===== src/rtl/apb_cfg_master.sv =====
// ---------------------------------------------------------------------------
// apb_cfg_master
//
// Turns single register-access commands into one APB SETUP/ACCESS transfer
// each and hands back read data plus error/timeout status through a response
// handshake. Intended to sit between the command path and the MCDF register
// slave (8-bit address, 32-bit data). A bounded wait on pready keeps a hung
// slave from stalling the command path forever.
//
// Handshakes (both channels): a transfer happens on a rising clk_i edge where
// valid && ready are both 1. A producer holds valid and its payload stable
// until that edge; ready may change freely and never depends on valid in the
// same cycle here.
//
// Parameters
//   TIMEOUT_CYC : ACCESS cycles with pready low before the transfer is
//                 aborted; 0 disables the timeout.
//   CNT_W       : wait counter width, 2**CNT_W > TIMEOUT_CYC.
//
// Ports
//   clk_i, rst_i              clock, synchronous active-high reset
//   cmd_valid_i/cmd_ready_o   command handshake
//   cmd_wr_i/addr_i/wdata_i   command payload (1 = write)
//   rsp_valid_o/rsp_ready_i   response handshake
//   rsp_rdata_o               read data (0 for writes and timeouts)
//   rsp_err_o                 pslverr or timeout
//   rsp_timeout_o             transfer aborted by timeout
//   paddr_o..pwdata_o         registered APB request outputs
//   prdata_i/pready_i/pslverr_i APB completion inputs
//   dbg_state_o               current FSM state (IDLE=0 SETUP=1 ACCESS=2 RESP=3)
// ---------------------------------------------------------------------------
module apb_cfg_master #(
  parameter int TIMEOUT_CYC = 16,
  parameter int CNT_W       = 5
) (
  input  logic        clk_i,
  input  logic        rst_i,
  input  logic        cmd_valid_i,
  output logic        cmd_ready_o,
  input  logic        cmd_wr_i,
  input  logic [7:0]  cmd_addr_i,
  input  logic [31:0] cmd_wdata_i,
  output logic        rsp_valid_o,
  input  logic        rsp_ready_i,
  output logic [31:0] rsp_rdata_o,
  output logic        rsp_err_o,
  output logic        rsp_timeout_o,
  output logic [7:0]  paddr_o,
  output logic        pwr_o,
  output logic        psel_o,
  output logic        pen_o,
  output logic [31:0] pwdata_o,
  input  logic [31:0] prdata_i,
  input  logic        pready_i,
  input  logic        pslverr_i,
  output logic [1:0]  dbg_state_o
);

  typedef enum logic [1:0] {
    IDLE   = 2'd0,
    SETUP  = 2'd1,
    ACCESS = 2'd2,
    RESP   = 2'd3
  } state_t;

  // Counter is compared one bit wider so cnt+1 never wraps before the match.
  localparam logic [CNT_W:0] TO_LIMIT = (CNT_W+1)'(TIMEOUT_CYC);
  localparam bit             TO_EN    = (TIMEOUT_CYC != 0);

  state_t            state_q, state_d;
  logic [CNT_W-1:0]  cnt_q, cnt_d;
  logic [CNT_W:0]    cnt_inc;

  logic              psel_q, psel_d;
  logic              pen_q, pen_d;
  logic              pwr_q, pwr_d;
  logic [7:0]        paddr_q, paddr_d;
  logic [31:0]       pwdata_q, pwdata_d;
  logic              rsp_valid_q, rsp_valid_d;
  logic [31:0]       rsp_rdata_q, rsp_rdata_d;
  logic              rsp_err_q, rsp_err_d;
  logic              rsp_timeout_q, rsp_timeout_d;

  assign cnt_inc = {1'b0, cnt_q} + (CNT_W+1)'(1);

  // Ready is purely a function of state (and held low during reset).
  assign cmd_ready_o = (state_q == IDLE) && !rst_i;

  assign psel_o        = psel_q;
  assign pen_o         = pen_q;
  assign pwr_o         = pwr_q;
  assign paddr_o       = paddr_q;
  assign pwdata_o      = pwdata_q;
  assign rsp_valid_o   = rsp_valid_q;
  assign rsp_rdata_o   = rsp_rdata_q;
  assign rsp_err_o     = rsp_err_q;
  assign rsp_timeout_o = rsp_timeout_q;
  assign dbg_state_o   = state_q;

  always_comb begin
    state_d       = state_q;
    cnt_d         = cnt_q;
    psel_d        = psel_q;
    pen_d         = pen_q;
    pwr_d         = pwr_q;
    paddr_d       = paddr_q;
    pwdata_d      = pwdata_q;
    rsp_valid_d   = rsp_valid_q;
    rsp_rdata_d   = rsp_rdata_q;
    rsp_err_d     = rsp_err_q;
    rsp_timeout_d = rsp_timeout_q;

    case (state_q)
      IDLE: begin
        if (cmd_valid_i && cmd_ready_o) begin
          pwr_d    = cmd_wr_i;
          paddr_d  = cmd_addr_i;
          pwdata_d = cmd_wdata_i;
          psel_d   = 1'b1;
          pen_d    = 1'b0;
          state_d  = SETUP;
        end
      end

      SETUP: begin
        pen_d   = 1'b1;
        cnt_d   = '0;
        state_d = ACCESS;
      end

      ACCESS: begin
        // pready is checked first so a completion on the last allowed
        // cycle is never reported as a timeout.
        if (pready_i) begin
          psel_d        = 1'b0;
          pen_d         = 1'b0;
          rsp_rdata_d   = pwr_q ? 32'h0 : prdata_i;
          rsp_err_d     = pslverr_i;
          rsp_timeout_d = 1'b0;
          rsp_valid_d   = 1'b1;
          state_d       = RESP;
        end else begin
          cnt_d = cnt_inc[CNT_W-1:0];
          if (TO_EN && (cnt_inc == TO_LIMIT)) begin
            psel_d        = 1'b0;
            pen_d         = 1'b0;
            rsp_rdata_d   = 32'h0;
            rsp_err_d     = 1'b1;
            rsp_timeout_d = 1'b1;
            rsp_valid_d   = 1'b1;
            state_d       = RESP;
          end
        end
      end

      RESP: begin
        if (rsp_ready_i) begin
          rsp_valid_d = 1'b0;
          state_d     = IDLE;
        end
      end

      default: begin
        state_d = IDLE;
      end
    endcase
  end

  always_ff @(posedge clk_i) begin
    if (rst_i) begin
      state_q       <= IDLE;
      cnt_q         <= '0;
      psel_q        <= 1'b0;
      pen_q         <= 1'b0;
      pwr_q         <= 1'b0;
      paddr_q       <= 8'h0;
      pwdata_q      <= 32'h0;
      rsp_valid_q   <= 1'b0;
      rsp_rdata_q   <= 32'h0;
      rsp_err_q     <= 1'b0;
      rsp_timeout_q <= 1'b0;
    end else begin
      state_q       <= state_d;
      cnt_q         <= cnt_d;
      psel_q        <= psel_d;
      pen_q         <= pen_d;
      pwr_q         <= pwr_d;
      paddr_q       <= paddr_d;
      pwdata_q      <= pwdata_d;
      rsp_valid_q   <= rsp_valid_d;
      rsp_rdata_q   <= rsp_rdata_d;
      rsp_err_q     <= rsp_err_d;
      rsp_timeout_q <= rsp_timeout_d;
    end
  end

endmodule


===== config.mk =====
export PLATFORM = sky130hd
export DESIGN_NAME = apb_cfg_master
export DESIGN_NICKNAME = d
export VERILOG_FILES = /design/src/rtl/apb_cfg_master.sv
export SDC_FILE = /design/constraint.sdc
export NUM_CORES = 1
export LEC_CHECK = 0
export BUFFER_PORTS_ARGS = -buffer_cell sky130_fd_sc_hd__buf_4
export CAP_MARGIN = 20
export CORE_MARGIN = 1.5
export CORE_UTILIZATION = 45
export DETAILED_ROUTE_END_ITERATION = 16
export MAX_ROUTING_LAYER = met4
export PLACE_DENSITY = 0.78
export SYNTH_ARGS = -nofsm -noshare
export SYNTH_HDL_FRONTEND = slang
export SYNTH_SLANG_ARGS = --single-unit

===== constraint.sdc =====
create_clock -name clk_i -period 2.4 [get_ports clk_i]
set_clock_uncertainty 0.05 [all_clocks]
set_input_delay 0.24 -clock clk_i [delete_from_list [all_inputs] [get_ports clk_i]]
set_output_delay 0.24 -clock clk_i [all_outputs]
set_load 0.1 [all_outputs]

# After elaboration in Yosys (flattened, before gate mapping)
# Cells that the tools add are included.
[word_totals] regBits=85 latch_bits=0 ram_bits=0 rom_bits=0 input_bits=79 out_inout_bits=81 mem_count=0
[op_classes] n_addsub=1 n_mul=0 n_div=0 magnitude_cmp=0 n_eq_ne=8 shift=0 n_mux=22 n_bitwise=0 reduce_logical=16
[op_table] op="$mux 32" n=3
[op_table] op="$reduce_and 3->1" n=4
[op_table] op="$pmux 5 s2" n=1
[op_table] op="$mux 1" n=9
[op_table] op="$mux 2" n=4
[op_table] op="$pmux 2 s4" n=1
[op_table] op="$reduce_bool 2->1" n=4
[op_table] op="$add 5x1->6 const B" n=1
[op_table] op="$eq 6x5->1 const B" n=1
[op_table] op="$reduce_and 2->1" n=3
[op_table] op="$mux 5" n=1
[op_table] op="$eq 2x2->1 const B" n=2
[op_table] op="$ne 2x2->1 const B" n=2
[op_table] op="$pmux 1 s2" n=2
[op_table] op="$ne 3x3->1 const B" n=1
[op_table] op="$pmux 1 s3" n=1
[op_table] op="$reduce_bool 3->1" n=1
[op_table] op="$eq 2x1->1 const B" n=1
[op_table] op="$logic_and 1x1->1" n=2
[op_table] op="$logic_not 2->1" n=1
[op_table] op="$ne 2x1->1 const B" n=1
[op_table] op="$logic_not 1->1" n=1

# Longest topological paths before layout
[logic_depth] ltp_word=5 mapped_depth=8 mapped_depth_nobuf=6

# Worst setup path before layout
# No wires, ideal clock.
[synth_path] kind="register -> output" startpoint="register state_q[0], in the netlist dbg_state_o[0]" endpoint="output port cmd_ready_o" t_arrival_ns=2.565 setup_slack_ns=-0.455 stages_incl_launch_ff=4 path_buffers=0 path_cell_list="dfxtp_1 inv_1 ha_1 nor2b_1"
[synth_via] elab_chain_cells=2
[synth_lines] element="from (decl)" line_no="70" text="state_t state_q, state_d;"
[synth_lines] element="from (signal assigned)" line_no="183" text="state_q <= state_d;"
[synth_lines] element="$logic_not 2->1" line_no="87" text="assign cmd_ready_o = (state_q == IDLE) && !rst_i;"
[synth_lines] element="$logic_and 1x1->1" line_no="87"
[synth_lines] element="to (decl)" line_no="39" text="output logic cmd_ready_o,"
# Every way passes these cells.

# Worst setup path after layout
[layout_path] startpoint="register state_q[0], in the netlist dbg_state_o[0]" endpoint="register state_q[0], in the netlist dbg_state_o[0]"
[layout_via] elab_chain_cells=5
[layout_lines] element="$logic_not 2->1" line_no="87, 113"
[layout_lines] element="$logic_and 1x1->1" line_no="87"
[layout_lines] element="$logic_and 1x1->1" line_no="115" text="if (cmd_valid_i && cmd_ready_o) begin"
[layout_lines] element="$ne 2x1->1 (no source line)"
[layout_lines] element="$reduce_and 3->1 (no source line)"
# Parallel ways exist; a longest one is shown, timed or not.
# A chain may end at the register's enable or synchronous reset.

==> impl_metrics.tcl <==
set metrics [dict create \
    fin_util_pct 67.1 \
    grt-ovfl-total 0 \
    setup_viol 0 \
    yosys.area_share.simple_pct 26.8 \
    synth.ff_latch_count 85 \
    fill_cells 637 \
    cts_tree "done" \
    die_x_um 89.7 \
    intPower_mw 2.89 \
    clkLatencyLatePin_ps 340 \
    netlist_area_sq_um 3380 \
    critPathLaunchType "flip-flop" \
    synthFlopType "dfxtp_1" \
    place_inst 637 \
    syn_avg_cell_area_sq_um 8.50 \
    synthCells 398 \
    io_pins 160 \
    yosysWarnings 0 \
    antenna_found_initial 0 \
    end_kind "flip-flop" \
    crit_buf_inv 2 \
    path_clk_slew_ps 90 \
    cp.required_ps 2580 \
    min_path_type "in2reg" \
    wire_per_inst_um 13.4 \
    yosysSeqAreaShare_pct 50.3 \
    tns_ps 0 \
    yosysMostFrequentCell "nand2_1" \
    drv_slew 0 \
    maxSlewHeadroom_pct 56.7 \
    finalHoldViolations 0 \
    stdcell_area_sq_um 4870 \
    cp.arrival_ps 2190 \
    syn-num-nets 484 \
    gp_congestion 0.827 \
    p_leak_nw 2.52 \
    cts_num_sinks 85 \
    first_iter_violations 131 \
    tightestPinTransition_ps 648 \
    finalCriticalPeriod_ps 2010 \
    diodes 0 \
    grt_pass1_wl_um 14500 \
    cts_max_path_buffers 2 \
    power_frac_comb_pct 47.5 \
    std_cell_rows 31 \
    fmaxAchievable_mhz 497 \
    status "finished clean" \
    power_mw 5.54 \
    synth_area_leaders "dfxtp_1 (50%), nand2_1 (17%), mux2i_1 (9.8%), nand3_1 (6.4%), ha_1 (2.6%)" \
    yosys-top-cells-count "nand2_1 (155), dfxtp_1 (85), nand3_1 (43)" \
    synth.area.mux_share_pct 9.76 \
    start_util_pct 46.7 \
    dpl.hpwl_um 6290 \
    p_switching_mw 2.65 \
    grt_pass1_vias 3152 \
    peakVddDrop_v 0.000620 \
    finalNonFillerCells 652 \
    cts_root_buffer "clkbuf_8" \
    drtAntennaViolNets 0 \
    synth_top_family_by_area "simple AND/OR/NAND/NOR gates" \
    viasPerCell 4.94 \
    pwr-share-seq_pct 31.4 \
    critPathMaxStageDelay_ps 550 \
    power_density_nw_per_um2 1140 \
    die_h_um 89.7 \
    track_usage_pct 22.5 \
    async_reset_ff_share_pct 0 \
    cap_violations 0 \
    cts_buffers 9 \
    fin_nets 635 \
    path_cells "inv_1, ha_1, inv_1, a2111oi_1, o21ai_1, o311a_1" \
    drive_gt1_share_pct 33.6 \
    critPathMaxFanout 10 \
    synthAdderAreaFrac_pct 2.59 \
    dieArea_sq_um 8050 \
    synth_compound_area_share_pct 6.36 \
    cts_max_level 3 \
    synth_xor_area_share_pct 0 \
    crit_family "compound AO/OA/AOI/OAI gates" \
    portBuffers 159 \
    crit_type "reg2reg" \
    dpl_cell_area_sq_um 4630 \
    critical_path.slowest_cell "a2111oi_1" \
    post-route-period-util_pct 83.9 \
    synth_top_area_cell "dfxtp_1" \
    synthToLayoutAreaGrowth_pct 43.9 \
    firstDrtPassIters 4 \
    swShare_pct 47.8 \
    drc 0 \
    synth-edff-count 0 \
    worst_path_most_repeated_cell "inv_1" \
    num_vias 3220 \
    rsz0062_at_grt "false" \
    pwr-share-clk_pct 21.1 \
    routed_wl_um 8720 \
    grt_max_degree 42 \
    ys_types 39 \
    core_area_sq_um 7250 \
    synth_top_area_share_pct 50.3 \
]
==> layout by cell type, fill, tap and decap left out, types with 2 or more instances in the layout <==
master	netlist	layout
nand2b_1	2	2
dfxtp_1	85	84
inv_1	4	4
mux2i_1	33	33
bufinv_16	0	3
nor2b_1	4	3
buf_4	0	165
a311oi_1	2	2
a21oi_1	3	3
nor2_1	5	4
nand2_1	155	155
a211o_1	2	2
ha_1	7	7
o21ai_1	3	3
o211ai_1	2	2
clkbuf_8	0	9
clkbuf_1	17	2
nand3_1	43	43
==> registers in the layout, summed over array words and instances (netlist names) <==
signal	cells
pen_o	1
psel_o	1
dbg_state_o	2
pwr_o	1
rsp_err_o	1
rsp_valid_o	1
rsp_rdata_o	32
paddr_o	8
pwdata_o	32
rsp_timeout_o	1
cnt_q	5
==> area by class of cell <==
| cell class | count | area, sq um | area share (%) |
|---|---|---|---|
| inverter | 5 | 18.8 | 0.385 |
| multi-input combinational | 283 | 1560 | 32.0 |
| clock buffer | 11 | 131 | 2.70 |
| clock inverter | 4 | 97.6 | 2.00 |
| tap | 99 | 124 | 2.54 |
| timing repair buffer | 165 | 1240 | 25.4 |
| sequential | 85 | 1700 | 35.0 |
==> power groups by stage <==
stage / registers [mW] / logic (mW) / clock network (mW)
finish: 1.74 / 2.63 / 1.17
global route: 1.77 / 2.75 / 1.25
CTS: 1.74 / 2.64 / 1.19
detailed placement: 1.77 / 2.63 / 0
global placement: 1.76 / 2.62 / 0
floorplan: 3.18 / 0.651 / 0
==> layer usage <==
metal | vias to the layer above | routed length [um] | GRT usage, %
met4 | 0 | 309 | 11.4
met5 | - | 0 | -
met1 | 1485 | 3680 | 26.3
met2 | 98 | 4380 | 37.5
li1 | 1612 | - | -
met3 | 25 | 350 | 3.55
==> what timing repair did <==
item	in CTS	in global routing
hold buffers	0	0
resized for setup	0	1
buffers inserted	0	0
setup endpoints to repair	0	4
==> logic make-up after synthesis <==
family	Yosys count
and+or+nand+nor	215
DFF	85
muxes	33
buffers and inverters	30
AOI/OAI and AO/OA	28
adders and majority gates	7
==> worst paths after layout <==
| check | start | endpoint | slack, ps | cells past startpoint |
|---|---|---|---|---|
| worst min-delay path | cmd_addr_i[2] | paddr_o[2]$_SDFFE_PP0P_ | 20 | 3 |
| worst min register to register | pwdata_o[4]$_SDFFE_PP0P_ | pwdata_o[4]$_SDFFE_PP0P_ | 410 | 2 |
| worst max register to register | dbg_state_o[0]$_SDFFE_PP0P_ | dbg_state_o[0]$_SDFFE_PP0P_ | 390 | 6 |
| worst max-delay path | dbg_state_o[0]$_SDFFE_PP0P_ | dbg_state_o[0]$_SDFFE_PP0P_ | 390 | 6 |
==> through the flow <==
stage	hold WS (ps)	setup slack, ps
2_1_floorplan	289	47.8
3_3_place_gp	372	259
3_5_place_dp	375	160
4_1_cts	9.47	141
5_1_grt	13.1	231
6_report	20.7	387
==> worst min-delay path: stages <==
cell and delay, ps:
buf_4 70, nand2_1 30, nand2_1 40
Note: power is estimated with default switching activity, not from simulation.
